$ cat config.mk
export PLATFORM = sky130hd
export DESIGN_NAME = posit_unpack_flat
export DESIGN_NICKNAME = d
export VERILOG_FILES = /design/src/rtl/posit_unpack_pkg.sv /design/src/rtl/posit_unpack_if.sv /design/src/rtl/two_comp.sv /design/src/rtl/posit_unpack.sv /design/src/flat_wrapper.sv
export SDC_FILE = /design/constraint.sdc
export NUM_CORES = 1
export LEC_CHECK = 0
export CAP_MARGIN = 10
export CORE_ASPECT_RATIO = 1.5
export CORE_MARGIN = 3
export CORE_UTILIZATION = 57
export CTS_BUF_LIST = sky130_fd_sc_hd__clkbuf_16
export DETAILED_ROUTE_END_ITERATION = 16
export DONT_BUFFER_PORTS = 1
export PLACE_DENSITY_LB_ADDON = 0.1
export SLEW_MARGIN = 20
export SYNTH_ARGS = -nofsm -noshare
export SYNTH_HDL_FRONTEND = slang
export SYNTH_HIERARCHICAL = 1
export SYNTH_SLANG_ARGS = --single-unit
$ cat constraint.sdc
create_clock -name clk -period 4.31 [get_ports clk]
set_input_delay 0.431 -clock clk [delete_from_list [all_inputs] [get_ports clk]]
set_output_delay 0.431 -clock clk [all_outputs]
set_load 0.02 [all_outputs]
$ cat src/rtl/posit_unpack_pkg.sv
// Shared types and constants for posit field extraction and normalisation.
package posit_unpack_pkg;

  localparam int unsigned FIELD_W = 8;
  localparam int unsigned CNT_W   = 4;

  // Regime code marking zero/NaR, shared with the normalisation stage
  localparam logic [FIELD_W-1:0] POSIT_SPECIAL_REGIME = 8'h80;

  typedef enum logic [1:0] {
    ST_IDLE = 2'd0,
    ST_SCAN = 2'd1,
    ST_OUT  = 2'd2
  } state_t;

  typedef struct packed {
    logic                      sign;
    logic signed [FIELD_W-1:0] regime;
    logic signed [FIELD_W-1:0] exponent;
    logic        [FIELD_W-1:0] mantissa;
    logic                      is_zero;
    logic                      is_nar;
  } posit_fields_t;

endpackage

$ cat src/rtl/posit_unpack_if.sv
// Input word handshake plus decoded-field output handshake of the posit unpacker.
interface posit_unpack_if
  import posit_unpack_pkg::*;
#(
  parameter int unsigned N = 8
);

  logic                      in_valid;
  logic                      in_ready;
  logic [N-1:0]              in_word;
  logic                      out_valid;
  logic                      out_ready;
  logic                      sign;
  logic signed [FIELD_W-1:0] regime;
  logic signed [FIELD_W-1:0] exponent;
  logic        [FIELD_W-1:0] mantissa;
  logic                      is_zero;
  logic                      is_nar;

  modport master (
    output in_valid, in_word, out_ready,
    input  in_ready, out_valid, sign, regime, exponent, mantissa, is_zero, is_nar
  );

  modport slave (
    input  in_valid, in_word, out_ready,
    output in_ready, out_valid, sign, regime, exponent, mantissa, is_zero, is_nar
  );

endinterface

$ cat src/rtl/two_comp.sv
// Combinational two's complement negation of a W-bit word.
module two_comp #(
  parameter int unsigned W = 8
) (
  input  logic [W-1:0] i_a,
  output logic [W-1:0] o_neg_c
);

  assign o_neg_c = ~i_a + W'(1);

endmodule

$ cat src/rtl/posit_unpack.sv
// Serial posit<N,ES> unpacker: scans the regime run one bit per clock and
// emits sign/regime/exponent/mantissa with valid/ready on both sides.
module posit_unpack
  import posit_unpack_pkg::*;
#(
  parameter int unsigned N  = 8,
  parameter int unsigned ES = 1
) (
  input  logic          clk,
  input  logic          rst,
  posit_unpack_if.slave bus
);

  localparam int unsigned SW = N - 1;
  localparam int unsigned TW = SW + FIELD_W;

  state_t              r_state, w_state_nxt;
  logic [SW-1:0]       r_sr, w_sr_nxt;
  logic [CNT_W-1:0]    r_cnt, w_cnt_nxt;
  logic                r_run_bit, w_run_bit_nxt;
  posit_fields_t       r_fields, w_fields_nxt;
  logic                r_out_valid;
  logic                r_in_ready;

  logic [N-1:0]        w_neg;
  logic [N-1:0]        w_mag;
  logic                w_accept;
  logic                w_special;
  logic                w_is_nar;
  logic                w_is_run;
  logic                w_last;
  logic                w_finish;
  logic [CNT_W-1:0]    w_r_final;
  logic [SW-1:0]       w_sr_sh;
  logic [TW-1:0]       w_tail;
  logic [FIELD_W-1:0]  w_k;

  two_comp #(.W(N)) u_two_comp (
    .i_a     (bus.in_word),
    .o_neg_c (w_neg)
  );

  // Zero and NaR are the only words whose low N-1 magnitude bits are all zero
  assign w_mag     = bus.in_word[N-1] ? w_neg : bus.in_word;
  assign w_accept  = bus.in_valid && r_in_ready;
  assign w_special = (w_mag[N-2:0] == '0);
  assign w_is_nar  = w_special && w_mag[N-1];

  // The final word bit is counted into the run even when it differs,
  // so the regime spans -(N-1)..N-2
  assign w_is_run  = (r_sr[SW-1] == r_run_bit);
  assign w_last    = (r_cnt == CNT_W'(N - 2));
  assign w_finish  = !w_is_run || w_last;
  assign w_r_final = (w_is_run || w_last) ? (r_cnt + CNT_W'(1)) : r_cnt;
  assign w_sr_sh   = r_sr << 1;
  assign w_tail    = {w_sr_sh, {FIELD_W{1'b0}}};
  assign w_k       = FIELD_W'(w_r_final);

  // State register
  always_ff @(posedge clk) begin
    if (rst) r_state <= ST_IDLE;
    else     r_state <= w_state_nxt;
  end

  // Next-state logic
  always_comb begin
    w_state_nxt = r_state;
    unique case (r_state)
      ST_IDLE: if (w_accept)      w_state_nxt = w_special ? ST_OUT : ST_SCAN;
      ST_SCAN: if (w_finish)      w_state_nxt = ST_OUT;
      ST_OUT:  if (bus.out_ready) w_state_nxt = ST_IDLE;
      default:                    w_state_nxt = ST_IDLE;
    endcase
  end

  // Datapath next values: load on accept, shift/count while scanning
  always_comb begin
    w_sr_nxt      = r_sr;
    w_cnt_nxt     = r_cnt;
    w_run_bit_nxt = r_run_bit;
    w_fields_nxt  = r_fields;
    unique case (r_state)
      ST_IDLE: begin
        if (w_accept) begin
          w_fields_nxt      = '0;
          w_fields_nxt.sign = bus.in_word[N-1];
          w_sr_nxt          = w_mag[SW-1:0];
          w_run_bit_nxt     = w_mag[N-2];
          w_cnt_nxt         = '0;
          if (w_special) begin
            w_fields_nxt.is_zero = !w_is_nar;
            w_fields_nxt.is_nar  = w_is_nar;
            w_fields_nxt.regime  = POSIT_SPECIAL_REGIME;
          end
        end
      end
      ST_SCAN: begin
        w_sr_nxt  = w_sr_sh;
        w_cnt_nxt = w_r_final;
        if (w_finish) begin
          w_fields_nxt.regime   = r_run_bit ? (w_k - FIELD_W'(1)) : (FIELD_W'(0) - w_k);
          w_fields_nxt.exponent = FIELD_W'(w_tail >> (TW - ES));
          w_fields_nxt.mantissa = FIELD_W'((w_tail << ES) >> SW);
        end
      end
      default: ;
    endcase
  end

  always_ff @(posedge clk) begin
    if (rst) begin
      r_sr        <= '0;
      r_cnt       <= '0;
      r_run_bit   <= 1'b0;
      r_fields    <= '0;
      r_out_valid <= 1'b0;
      r_in_ready  <= 1'b1;
    end else begin
      r_sr        <= w_sr_nxt;
      r_cnt       <= w_cnt_nxt;
      r_run_bit   <= w_run_bit_nxt;
      r_fields    <= w_fields_nxt;
      r_out_valid <= (w_state_nxt == ST_OUT);
      r_in_ready  <= (w_state_nxt == ST_IDLE);
    end
  end

  assign bus.in_ready  = r_in_ready;
  assign bus.out_valid = r_out_valid;
  assign bus.sign      = r_fields.sign;
  assign bus.regime    = r_fields.regime;
  assign bus.exponent  = r_fields.exponent;
  assign bus.mantissa  = r_fields.mantissa;
  assign bus.is_zero   = r_fields.is_zero;
  assign bus.is_nar    = r_fields.is_nar;

endmodule
$ cat src/flat_wrapper.sv
// flat-port wrapper written by rule: the top's interface ports become plain ports
module posit_unpack_flat import posit_unpack_pkg::*;
#(
  parameter int unsigned N  = 8,
  parameter int unsigned ES = 1
)
  (clk, rst, bus_in_valid, bus_in_word, bus_out_ready, bus_in_ready, bus_out_valid, bus_sign, bus_regime, bus_exponent, bus_mantissa, bus_is_zero, bus_is_nar);
  posit_unpack_if #(.N(N)) bus_i ();
  input  logic clk;
  input  logic rst;
  input wire logic [$bits(bus_i.in_valid)-1:0] bus_in_valid;
  input wire logic [$bits(bus_i.in_word)-1:0] bus_in_word;
  input wire logic [$bits(bus_i.out_ready)-1:0] bus_out_ready;
  output wire logic [$bits(bus_i.in_ready)-1:0] bus_in_ready;
  output wire logic [$bits(bus_i.out_valid)-1:0] bus_out_valid;
  output wire logic [$bits(bus_i.sign)-1:0] bus_sign;
  output wire logic [$bits(bus_i.regime)-1:0] bus_regime;
  output wire logic [$bits(bus_i.exponent)-1:0] bus_exponent;
  output wire logic [$bits(bus_i.mantissa)-1:0] bus_mantissa;
  output wire logic [$bits(bus_i.is_zero)-1:0] bus_is_zero;
  output wire logic [$bits(bus_i.is_nar)-1:0] bus_is_nar;
  assign bus_i.in_valid = bus_in_valid;
  assign bus_i.in_word = bus_in_word;
  assign bus_i.out_ready = bus_out_ready;
  assign bus_in_ready = bus_i.in_ready;
  assign bus_out_valid = bus_i.out_valid;
  assign bus_sign = bus_i.sign;
  assign bus_regime = bus_i.regime;
  assign bus_exponent = bus_i.exponent;
  assign bus_mantissa = bus_i.mantissa;
  assign bus_is_zero = bus_i.is_zero;
  assign bus_is_nar = bus_i.is_nar;
  posit_unpack #(.N(N), .ES(ES)) u_core (.clk(clk), .rst(rst), .bus(bus_i));
endmodule
# ---- Yosys cells after proc, flatten, opt, wreduce, memory -nomap -nowiden
# Cells that the tools add are included.
dict set report classes {
  add_sub_neg 4
  n_eq_ne 7
  mux 17
  bitwise 1
  n_reduce_logical 13
}
# op count
set op_table {}
lappend op_table {{case mux 24 bit (2 select lines)} 1}
lappend op_table {{2-to-1 mux 26 bit} 1}
lappend op_table {{2-to-1 mux 24 bit} 1}
lappend op_table {{2-to-1 mux 8 bit} 3}
lappend op_table {{case mux 7 bit (2 select lines)} 1}
lappend op_table {{2-to-1 mux 2 bit} 5}
lappend op_table {{adder 8 x 1 -> 8 bit (second input constant)} 1}
lappend op_table {{2-to-1 mux 4 bit} 2}
lappend op_table {{NOT 8 bit} 1}
lappend op_table {{case mux 4 bit (2 select lines)} 1}
lappend op_table {{zero test 7 bit} 1}
lappend op_table {{2-to-1 mux 7 bit} 1}
lappend op_table {{case mux 2 bit (3 select lines)} 1}
lappend op_table {{subtractor 1 x 4 -> 5 bit (first input constant)} 1}
lappend op_table {{subtractor 4 x 1 -> 5 bit (second input constant)} 1}
lappend op_table {{adder 4 x 1 -> 4 bit (second input constant)} 1}
lappend op_table {{== test 2 bit (second input constant)} 2}
lappend op_table {{== test 4 x 3 -> 1 bit (second input constant)} 1}
lappend op_table {{zero test 2 bit} 2}
lappend op_table {{!= test 2 x 1 -> 1 bit (second input constant)} 2}
lappend op_table {{AND reduction 2 bit} 2}
lappend op_table {{AND reduction 3 bit} 1}
lappend op_table {{== test 2 x 1 -> 1 bit (second input constant)} 1}
lappend op_table {{logical AND 1 bit} 2}
lappend op_table {{4 further kinds} 6}
dict set report word_totals {
  regBits 43
  inputBits 12
  output_inout_bits 29
}

# ---- Depth between registers and ports, before layout
dict set report logic_depth {
  ltp_word 9
  mapped_depth 11
  ltp_nobuf 10
}

# ---- Cells and area by module
# Netlist, hierarchy kept.
# mod n_inst cells_each area_per_inst_um2
set modules_own_cells {}
lappend modules_own_cells {posit_unpack 1 200 1711.6}
lappend modules_own_cells {two_comp 1 18 137.6}

# ---- Worst setup path before layout
# Ideal clock, no wire load.
dict set report synth_timing {
  path_kind {reg2reg}
  startpoint {register u_core.r_cnt[0]}
  endpoint {register u_core.r_fields, in the netlist u_core/bus.regime[2]}
  arrival_ps 1953
  required_time_ps 4193
  setup_slack_ps 2240
  stages_incl_launch_ff 12
  path_buffers 1
  path_cell_list {dfxtp_1 clkbuf_2 inv_1 ha_1 nand3b_1 nand2_2 nand2_1 o21ai_0 ha_1 xnor2_1 xnor2_1 a22o_1}
}
dict set report synth_between {
  elab_chain_cells 7
  word_cells_on_any_way 12
  cone_classes {3 x add/sub; 2 x eq/ne; 4 x mux; 3 x reduce/logical}
}
# element line
set synth_lines {}
lappend synth_lines {{start: declaration} posit_unpack.sv:19} ;# logic [CNT_W-1:0] r_cnt, w_cnt_nxt;
lappend synth_lines {{start signal: assignment} posit_unpack.sv:120} ;# r_cnt <= w_cnt_nxt;
lappend synth_lines {{branches (longest 7 deep; another with subtractor 1 x 4 -> 5 bit)} n/a}
lappend synth_lines {{end signal: assignment} posit_unpack.sv:122} ;# r_fields <= w_fields_nxt;
lappend synth_lines {{end: declaration} posit_unpack.sv:21} ;# posit_fields_t r_fields, w_fields_nxt;
# Parallel ways; which one is timed is not known. The select of a mux whose other input is x is not followed.
# A chain may end at the register's enable or synchronous reset.

# ---- Worst setup path after layout
dict set report layout_timing {
  startpoint {register u_core.r_state[0]}
  endpoint {register u_core.r_fields, in the netlist u_core/bus.regime[7]}
}
dict set report layout_between {
  elab_chain_cells 3
  word_cells_on_any_way 7
  cone_classes {3 x eq/ne; 1 x mux; 3 x reduce/logical}
}
# element line
set layout_lines {}
lappend layout_lines {{start: declaration} posit_unpack.sv:17} ;# state_t r_state, w_state_nxt;
lappend layout_lines {{start signal: assignment} posit_unpack.sv:62} ;# else r_state <= w_state_nxt;
lappend layout_lines {{== test 2 x 1 -> 1 bit or zero test 2 bit (tied branches)} posit_unpack.sv:82} ;# unique case (r_state)
lappend layout_lines {{!= test 2 x 1 -> 1 bit (no line) or nonzero test 2 bit (tied branches)} n/a}
lappend layout_lines {{AND reduction 3 bit (no line)} n/a}
# Several ways; a longest one is shown, not always the timed one.

==> run metrics <==
Remaining DRCs=0; area leader, netlist=dfxtp_1; Skew-Pair Late Insertion Delay=0.28 ns; Hold Path Depth=1; syn avg cell area=8.483 um2; Antenna Nets Post-Route=0; CP top delay family=simple AND/OR/NAND/NOR gates; multi-input logic area=1101 um2; Antenna Cells=0; count of warnings emitted by yosys=6; die height=75.76 um; synthesis-to-finish area growth=5.413%; RSZ-0062 raised after global routing=false; initial antenna violation count=0; Slew Limit Fails=0; synth top area cells=dfxtp_1 (34%), buf_4 (5.3%), nor2_1 (5.3%); VDD IR max=0.2845 mV; Worst Path Arrival=between 2 and 3 ns; final hold slack=0.2247 ns; post_cts resized=0; Levels on crit path=5; HPWL after DPL=3.016 mm; largest net degree at the start of global routing=31; register area share after synthesis=0.3356; post-route cell area=1949 um2; PortBufs=0; gr ovfl total=0; final design utilization=0.6492; Post-synth EDFFs=0; vias in the first global route=1514; pwr dens=roughly 460 nW/um2; Setup TNS=0 ns; Synth top area share=0.3356; Leak=0.0007217 uW; count leader, synth=dfxtp_1; final wirelength=4.259 mm; Slowest cell on crit path=nor2b_1; Num Clock Sinks=31; Cell Area, Synth=approximately 1800 um2; DR pass1 iterations=4; slowest stage delay, CP=0.75 ns; filler cell count=274; cts bufs inserted=5; CP bufs+invs=0; crit-path cells=nor2b_1 -> o21ai_1 -> or3_1 -> a31o_1 -> o211ai_1; Post-CTS Repair Setup Buffers=0; drt initial violations=80; Worst Max-Slew Pin Slew=0.8667 ns; crit start category=flop; status=completed; via count=1545; layout cells sized above 1=0.1100; clock skew=0.002563 ns; drt via density=6.230; H-tree depth=2; HP Class=input port to flop; Crit Path Class=flop to flop; register area=about 620 um2; Final Setup Violations=0; number of placed I/O pins=41; CTS Root Cell=clkbuf_16; WL/cell=17.17 um; Max FO, Critical Path=12; starting density of the core=0.6158; Synth Register Bits=31; global-route wire length before repair=7.038 mm; clock buffer depth=2; Max Cap Viol=0; fin crit share=0.5571; Worst-path clk slew=about 0.05 ns; Die ar.=3978 um2; Syn Inst Count=218; hold buffers post-CTS=0; min cycle time layout=2.401 ns; Core ar.=about 3000 um2; total global-route track usage=0.2408; # rows=24; worst reg-to-reg path cell count=5; top cells by count, synth=dfxtp_1 (31), nor2_1 (26), a21oi_1 (15); Cell variety after synth=48; final net count=around 220; dominant synthesized flop cell=dfxtp_1; fmax=~0.42 GHz; Synth async-reset ratio=0; Hold Vio Cnt, Final=0; Worst Setup End Kind=flop; relative slew slack=0.4210; CTS tree=built; DP Area=1780 um2; gpl congestion=0.8518; Die Wd=52.51 um; Crit path required time=4.51 ns
-- layout by cell type, fill, tap and decap left out, drive strengths merged, types with 3 or more instances in the layout --
| cell type | n |
|---|---|
| a211oi | 4 |
| a21oi | 16 |
| a222oi | 6 |
| a22oi | 9 |
| clkbuf | 5 |
| conb | 10 |
| dfxtp | 31 |
| ha | 4 |
| inv | 4 |
| mux2 | 7 |
| mux2i | 3 |
| nand2 | 15 |
| nand2b | 3 |
| nand3 | 6 |
| nor2 | 26 |
| nor2b | 3 |
| nor3 | 5 |
| o211ai | 4 |
| o21ai | 7 |
| xnor2 | 9 |
| xor2 | 3 |
-- layout make-up --
cell class | instances | share of cell area
tap | 39 | 0.02503
inverter | 4 | 0.007702
sequential | 31 | 0.3184
clock buffer | 5 | 0.06418
multi-input combinational | 166 | 0.5648
clock inverter | 3 | 0.01990
-- layer usage --
layer,GRT usage,wire [um],share of wire,vias up
met4,0.1222,76,0.018,0
met1,0.2476,1575,0.37,747
met5,0,0,0,-
li1,-,-,-,748
met3,0.06458,194,0.046,7
met2,0.4392,2413,0.57,43
-- cells by family after synthesis --
family,count (synthesis),synth area share
buf+inv,30,0.08998
xor+xnor,12,0.06496
other cells,1,0.002028
fa+ha+maj,4,0.02706
simple gates,71,0.1969
compound gates,59,0.2246
flops,31,0.3356
mux,10,0.05887
-- path summary, 6_finish.rpt --
check | from | slack [ns] | endpoint
worst max-delay path | u_core/r_state[0]$_SDFF_PP0_ | 1.91 | u_core/bus.regime[7]$_SDFFE_PP0P_
worst min-delay path | rst | 0.22 | u_core/bus.mantissa[7]$_SDFFE_PP0P_
worst min register to register | u_core/r_sr[1]$_SDFFE_PP0P_ | 0.53 | u_core/r_sr[1]$_SDFFE_PP0P_
worst max register to register | u_core/r_state[0]$_SDFF_PP0_ | 1.91 | u_core/bus.regime[7]$_SDFFE_PP0P_
-- per-stage QoR --
stage                     std cells  total power (uW)  setup slack [ns]
final                           248             905.6             1.909
after global routing            248             945.7             1.731
after CTS                       248             905.5             1.966
after detailed placement        240             511.7             1.852
after global placement          240             506.4             1.860
after floorplan                 227             496.9             2.240
-- where the power goes --
group / total [uW] / leakage (uW) / switching (uW) / internal, uW
logic: 171 / 0.000389 / 101 / 70.2
registers: 341 / 0.000252 / 35.1 / 306
clock network: 393 / 0.0000812 / 124 / 269
total: 906 / 0.000722 / 261 / 645
-- flip-flops by register name, indices dropped and copies added (netlist names), 2 cells and up --
signal / count
u_core/r_cnt: 4
u_core/bus.regime: 6
u_core/bus.mantissa: 5
u_core/r_sr: 7
u_core/r_state: 2
-- worst register-to-register path: cells and delay by family, from the launching register on --
family	cells	cell delay, ns
and+or+nand+nor	2	1.16
AOI/OAI and AO/OA	3	0.65
DFF	1	0.52
Power figures use the tool's default switching activity.
